==> config.mk <==
export PLATFORM = sky130hd
export DESIGN_NAME = rtc_bus_sequencer
export DESIGN_NICKNAME = d
export VERILOG_FILES = /design/src/rtl/rtc_bus_sequencer.sv
export SDC_FILE = /design/constraint.sdc
export NUM_CORES = 1
export LEC_CHECK = 0
export ABC_AREA = 1
export CORE_MARGIN = 1.5
export CORE_UTILIZATION = 45
export DETAILED_ROUTE_END_ITERATION = 6
export PLACE_DENSITY_LB_ADDON = 0.3
export SLEW_MARGIN = 0
export SYNTH_ARGS = -nofsm -noshare
export SYNTH_HDL_FRONTEND = slang
export SYNTH_SLANG_ARGS = --single-unit
==> constraint.sdc <==
create_clock -name clock -period 1.6 [get_ports clock]
set_input_delay 0.4 -clock clock [delete_from_list [all_inputs] [get_ports clock]]
set_output_delay 0.4 -clock clock [all_outputs]
set_load 0.02 [all_outputs]
==> src/rtl/rtc_bus_sequencer.sv <==
// RTC multiplexed A/D bus sequencer: arbitrates single-register writes against a
// periodic 9-register read-back scan and generates the CS/RD/WR/A-D strobe timing.
module rtc_bus_sequencer #(
  parameter int T_PHASE     = 4,
  parameter int REFRESH_DIV = 1000000
) (
  input  logic       clock,
  input  logic       reset,
  input  logic       wr_req,
  input  logic [7:0] wr_addr,
  input  logic [7:0] wr_data,
  output logic       wr_ack,
  output logic [3:0] rd_idx,
  output logic [7:0] rd_data,
  output logic       rd_valid,
  output logic       busy,
  output logic [7:0] ad_out,
  output logic       ad_oe,
  input  logic [7:0] ad_in,
  output logic       cs_n,
  output logic       rd_n,
  output logic       wr_n,
  output logic       ad_sel
);

  localparam int             CW       = (REFRESH_DIV > 1) ? $clog2(REFRESH_DIV) : 1;
  localparam logic [3:0]     PH_LAST  = 4'(T_PHASE - 1);
  localparam logic [CW-1:0]  CNT_LAST = CW'(REFRESH_DIV - 1);
  localparam logic [3:0]     IDX_LAST = 4'd8;

  typedef enum logic [2:0] {
    S_IDLE,
    S_ADDR,
    S_GAP,
    S_DATA,
    S_RECOV
  } state_t;

  state_t         state, state_next;
  logic [3:0]     phase;
  logic           phase_last;
  logic [CW-1:0]  refresh_cnt;
  logic           wrap;
  logic           scan_pending, scan_active;
  logic [3:0]     scan_idx;
  logic [3:0]     grant_idx;
  logic [7:0]     lat_addr, lat_data, samp;
  logic           lat_write;
  logic           grant_write, grant_read;
  logic           data_end, recov_end;

  function automatic logic [7:0] scan_addr(input logic [3:0] idx);
    case (idx)
      4'd0:    scan_addr = 8'h21;
      4'd1:    scan_addr = 8'h22;
      4'd2:    scan_addr = 8'h23;
      4'd3:    scan_addr = 8'h24;
      4'd4:    scan_addr = 8'h25;
      4'd5:    scan_addr = 8'h26;
      4'd6:    scan_addr = 8'h41;
      4'd7:    scan_addr = 8'h42;
      4'd8:    scan_addr = 8'h43;
      default: scan_addr = 8'h00;
    endcase
  endfunction

  assign phase_last  = (phase == PH_LAST);
  assign wrap        = (refresh_cnt == CNT_LAST);
  // A write still held high in its own ack cycle must not be granted twice.
  assign grant_write = (state == S_IDLE) && wr_req && !wr_ack;
  assign grant_read  = (state == S_IDLE) && !grant_write && (scan_active || scan_pending);
  assign grant_idx   = scan_active ? scan_idx : 4'd0;
  assign data_end    = (state == S_DATA) && phase_last;
  assign recov_end   = (state == S_RECOV) && phase_last;
  assign busy        = (state != S_IDLE);

  always_ff @(posedge clock) begin
    if (reset) begin
      state <= S_IDLE;
      phase <= 4'd0;
    end else begin
      state <= state_next;
      if (state_next != state || state == S_IDLE) phase <= 4'd0;
      else                                        phase <= phase + 4'd1;
    end
  end

  always_comb begin
    state_next = state;
    cs_n       = 1'b1;
    rd_n       = 1'b1;
    wr_n       = 1'b1;
    ad_sel     = 1'b0;
    ad_oe      = 1'b0;
    ad_out     = 8'h00;
    case (state)
      S_IDLE: begin
        if (grant_write || grant_read) state_next = S_ADDR;
      end
      S_ADDR: begin
        cs_n   = 1'b0;
        wr_n   = 1'b0;
        ad_oe  = 1'b1;
        ad_out = lat_addr;
        if (phase_last) state_next = S_GAP;
      end
      S_GAP: begin
        ad_sel = 1'b1;
        if (phase_last) state_next = S_DATA;
      end
      S_DATA: begin
        cs_n   = 1'b0;
        ad_sel = 1'b1;
        if (lat_write) begin
          wr_n   = 1'b0;
          ad_oe  = 1'b1;
          ad_out = lat_data;
        end else begin
          rd_n   = 1'b0;
        end
        if (phase_last) state_next = S_RECOV;
      end
      S_RECOV: begin
        ad_sel = 1'b1;
        if (phase_last) state_next = S_IDLE;
      end
      default: state_next = S_IDLE;
    endcase
  end

  always_ff @(posedge clock) begin
    if (reset) begin
      refresh_cnt  <= '0;
      scan_pending <= 1'b0;
      scan_active  <= 1'b0;
      scan_idx     <= 4'd0;
      lat_addr     <= 8'h00;
      lat_data     <= 8'h00;
      lat_write    <= 1'b0;
      samp         <= 8'h00;
      wr_ack       <= 1'b0;
      rd_valid     <= 1'b0;
      rd_idx       <= 4'd0;
      rd_data      <= 8'h00;
    end else begin
      wr_ack      <= 1'b0;
      rd_valid    <= 1'b0;
      refresh_cnt <= wrap ? '0 : refresh_cnt + CW'(1);

      if (grant_write) begin
        lat_addr  <= wr_addr;
        lat_data  <= wr_data;
        lat_write <= 1'b1;
      end else if (grant_read) begin
        lat_addr  <= scan_addr(grant_idx);
        lat_write <= 1'b0;
      end

      // Wraps while a scan is running are dropped rather than queued.
      if (grant_read && !scan_active) begin
        scan_active  <= 1'b1;
        scan_idx     <= 4'd0;
        scan_pending <= 1'b0;
      end else if (wrap && !scan_active) begin
        scan_pending <= 1'b1;
      end

      if (data_end && !lat_write) samp <= ad_in;

      if (recov_end) begin
        if (lat_write) begin
          wr_ack <= 1'b1;
        end else begin
          rd_valid <= 1'b1;
          rd_idx   <= scan_idx;
          rd_data  <= samp;
          if (scan_idx == IDX_LAST) scan_active <= 1'b0;
          else                      scan_idx    <= scan_idx + 4'd1;
        end
      end
    end
  end

endmodule

# Word level (Yosys, flattened, before mapping)
# Memory sizes are Yosys's and may differ from the RTL's.
# Index checks and enable logic that the tools add are counted.
[classes]
n_bitwise = 2
addsub = 3
muxes = 28
reduce_logical = 26
n_eq_ne = 8
[op_table]
columns = ["cell", "count"]
rows = [
  ["2-to-1 mux 8 bit", 3],
  ["adder 20 x 1 -> 20 bit, second input constant", 1],
  ["== test 20 bit, second input constant", 1],
  ["2-to-1 mux 4 bit", 5],
  ["case mux 8 bit (2 select lines)", 1],
  ["2-to-1 mux 3 bit", 5],
  ["case mux 3 bit (5 select lines)", 1],
  ["2-to-1 mux 1 bit", 11],
  ["OR reduction 2 bit", 5],
  ["logical AND 1 bit", 9],
  ["adder 4 x 1 -> 4 bit, second input constant", 2],
  ["== test 3 x 2 -> 1 bit, second input constant", 2],
  ["== test 4 x 2 -> 1 bit, second input constant", 1],
  ["== test 4 bit, second input constant", 1],
  ["logical NOT 1 bit", 4],
  ["case mux 1 bit (2 select lines)", 2],
  ["== test 3 x 1 -> 1 bit, second input constant", 1],
  ["== test 3 bit, second input constant", 1],
  ["logical NOT 3 bit", 1],
  ["logical OR 1 bit", 3],
  ["inequality test 3 bit", 1],
  ["nonzero test 3 bit", 1],
  ["OR reduction 3 bit", 1],
  ["NOT 1 bit", 2],
  ["2 further kinds", 2],
]
[word_totals]
mem_bits_ro = 80
register_bits = 72
mem_count = 1
elab_cells = 82
input_bits = 27
out_inout_bits = 28
[mem_list]
columns = ["memory", "words", "word_bits", "read_ports", "rd_ports_with_merged_regs", "write_ports", "line_no", "rtl"]
rows = [
  ["(no name shown)", 16, 5, 1, 0, 0, "53", "case (idx)"],
]

# Longest topological paths before layout
[depth]
depth_word = 12
depth_mapped = 10
depth_no_buf = 10

# Least setup slack after synthesis
# No wires, ideal clock.
[synth_timing]
kind = "reg-to-output"
start = "register state[0]"
end = "output port ad_out[2]"
n_path_buf = 0
path_stages_with_launch = 5
setup_slack_ns = -0.213
arrival_ns = 1.413
required_time_ns = 1.200
path_cell_list = "dfxtp_1 -> inv_1 -> nor3_2 -> inv_1 -> o21ai_0"
[synth_between]
elab_chain_len = 2
word_cells_on_any_way = 3
classes_between = "eq/ne: 2; mux: 1"
[synth_lines]
columns = ["element", "line_no", "rtl"]
rows = [
  ["from (decl)", "39", "state_t state, state_next;"],
  ["from (signal assigned)", "82", "state <= state_next;"],
  ["== test 3 x 2 -> 1 bit or == test 3 x 1 -> 1 bit (tied branches)", "96", "case (state)"],
  ["case mux 8 bit (2 select lines) *", "96", ""],
  ["to (decl)", "17", "output logic [7:0] ad_out,"],
]
# Mark *: on every way between the ends. The rest lies on a longest branch, timed or not.

# Worst setup path after layout
[layout_timing]
start = "register state[1]"
end = "output port ad_out[7]"
# Same word-level chain as after synthesis.

==> key figures <==
Routing
  – Wire per inst: 12.5 um
  – DRC viols: 0
  – Drt first pass iters: 4
  – DRT antenna net count: 0
  – Via count: 3247
  – DR iter-0 viols: 82
  – DR vias/cell: 5.00
  – Routed wire length: 8110 um

Clocking
  – H-Tree Depth: 3
  – Clk slew on worst S/H paths: 80 ps
  – Worst-Skew Late Latency: 350 ps
  – Root buffer cell: clkbuf_8
  – Cts bufs inserted: 9
  – CTS max path bufs: 2
  – Clock Sinks: 72
  – Hold-fix buffers, CTS: 0
  – CTS tree: yes

Floorplan
  – Initial Util: 46.7%
  – Die area: 8090 um2
  – Die W: 90.0 um
  – Area of the core: 7290 um2
  – Rows: 31
  – Height of the die: 90.0 um
  – # IOs: 55

STA
  – Final hold violations: 0
  – Setup violations, final: 13
  – Crit path time final: 1820 ps
  – Pins Over Slew Limit: 0
  – Slew @ Worst Pin: 374 ps
  – Final TNS setup: -2270 ps
  – Max Clk Rate: 549 MHz
  – RSZ-0062 raised after global routing: true
  – Rel. slew slack: 74.9%
  – Final worst slack: -221 ps
  – Final Cycle Share: 114%
  – Clk_skew: 9.82 ps

Logic synthesis
  – Syn avg cell area: 7.44 um2
  – Synth top area share: 42.4%
  – Post-synth top flop: dfxtp_1
  – Synth Instances: 457
  – Post-synthesis cell area: 3400 um2
  – Yosys cell types: 39
  – Commonest cells in the netlist: 93 x nor2_1, 73 x nand2_1, 72 x dfxtp_1
  – Post-synth ARST share: 0%
  – Top-count cell post-synth: nor2_1
  – Largest cells by area after synthesis: dfxtp_1 42%, nor2_1 10%, nand2_1 8.1%
  – Yosys warning total: 0
  – Synth area leader: dfxtp_1
  – Yosys reg bits: 72
  – Syn nets: 490
  – EDFF count, synth: 0
  – Seq/Total Area, Yosys: 42.4%

Power and ir drop
  – P per Cell Area: 792 nW/um2
  – Leak: 1.86 nW
  – Total Power: 3.65 mW
  – Peak supply drop: 0.000531 V

Worst hold path
  – Hold Path Class: flip-flop to flip-flop

Global routing
  – Initial antenna violation count: 0
  – First-pass GRT wire length: 13900 um
  – Largest net degree at the start of global routing: 29
  – Gr usage total: 20.9%
  – Grt total ovfl: 0
  – Number of global-route vias before repair: 3237

Place
  – Port bufs: 54
  – RePlAce Congestion: 0.869
  – HPWL after DPL: 6020 um
  – Dpl cells: 630
  – Worst slack at placement: -447 ps

Setup path
  – Data arrival, critical path: 1420 ps
  – Crit start category: flip-flop
  – CP Max Fanout: 4
  – Crit Path Class: flip-flop to output pin
  – Crit path buf inv count: 4
  – Crit. End Element: output pin
  – Slowest stage delay, CP: 370 ps
  – R2R setup slack: 10 ps
  – Critical-path cell list: inv_4 -> nor2_4 -> nand2_2 -> buf_4 -> inv_4 -> a32o_2 -> buf_6
  – Top Family by Delay on Critical Path: flip-flops
  – WP data required: 1200 ps
  – Slowest stage cell, crit path: dfxtp_4
  – Most frequent CP cell: inv_4

Final layout
  – Final non-filler cell total: 650
  – Utilization after layout: 63.3%
  – Layout area overhead: 35.6%
  – Nets: 579
  – FILL cells: 685
  – Final antenna diode count: 0
  – Share of layout cells above drive strength 1: 23.0%

Status
  – Failing checks: negative setup slack
  – Status: finished, violations left

Job
  – Total of max-cap violations: 0
==> where the power goes <==
group,leakage [nW],switching (mW),internal [mW]
clock network,0.0895,0.731,0.621
logic,1.19,0.216,0.222
registers,0.587,0.0297,1.83
==> state kept, by name (all words and copies together) (netlist names) <==
| register | cells |
|---|---|
| refresh_cnt | 20 |
| rd_valid | 1 |
| wr_ack | 1 |
| rd_data | 8 |
| scan_active | 1 |
| scan_pending | 1 |
| phase | 4 |
| samp | 8 |
| lat_addr | 8 |
| scan_idx | 4 |
| lat_write | 1 |
| state | 3 |
| rd_idx | 4 |
| lat_data | 8 |
==> area by class of cell <==
cell class / count / area (um2) / area share [%]
Clock inverter: 6 / 50.0 / 1.08
Sequential cell: 72 / 1450 / 31.5
Multi-Input combinational cell: 323 / 1800 / 39.0
Inverter: 51 / 214 / 4.64
Clock buffer: 10 / 138 / 2.98
Timing Repair Buffer: 89 / 838 / 18.2
Tap cell: 99 / 124 / 2.68
==> worst register-to-register path: cells and delay by family, from the launching register on <==
kind            cells  cell delay, ps
simple gates        3             220
flops               1             370
buf+inv             6             740
compound gates      2             170
==> cells in the final DEF (no fill, tap or decap), types with 3 or more instances in the layout <==
cell type	n
or2_1	3
nand2_1	66
nor3_1	7
nand3_1	20
nand2_2	9
inv_6	3
a32o_2	3
dfxtp_1	68
clkbuf_8	10
a211oi_2	3
nor2_4	7
inv_2	5
xor2_1	4
o211ai_1	4
o21ai_1	16
ha_1	5
inv_1	39
a22o_1	4
inv_4	4
nor2_2	7
nor3_2	3
buf_6	14
dlygate4sd2_1	14
nor2_1	85
buf_4	31
buf_12	3
clkdlybuf4s50_1	26
o21ai_0	23
nand4_1	8
a21oi_1	25
==> metal layers <==
layer / part of all wire [%] / track usage (%) / routed length [um]
met1: 43 / 23.3 / 3500
met2: 51 / 38.2 / 4140
met3: 3.1 / 4.15 / 254
met4: 2.7 / 9.52 / 218
met5: 0 / 0 / 0
==> cells by family (layout without fill, tap and decap cells) <==
logic type	count (synthesis)	in the layout	share of synthesized area (%)
buffers and inverters	62	156	8.20
AO/OA/AOI/OAI	83	83	14.0
XOR/XNOR	6	6	1.54
adder cells (fa/ha/maj)	6	6	2.21
flip-flops	72	72	42.4
AND/OR/NAND/NOR	228	228	31.6
==> path summary, 6_finish.rpt <==
kind / startpoint / endpoint / cells past startpoint
worst max-delay path: state[1] / ad_out[7] / 7
worst min-delay path: phase[0] / phase[0] / 1
worst max register to register: state[1] / lat_addr[3] / 11
worst min register to register: phase[0] / phase[0] / 1
==> stage by stage <==
stage / cell area [um2] / hold slack [ps]
3_5_place_dp: 4270 / 440
6_report: 4610 / 449
4_1_cts: 4500 / 455
2_1_floorplan: 3420 / 418
3_3_place_gp: 4270 / 428
5_1_grt: 4610 / 481
==> repair_timing <==
action / in CTS / in global routing
setup buffers: 0 / 4
gates resized for setup: 116 / 38
endpoints found under the setup margin: 40 / 51
pin swaps: 4 / 17
Power figures use the tool's default switching activity.
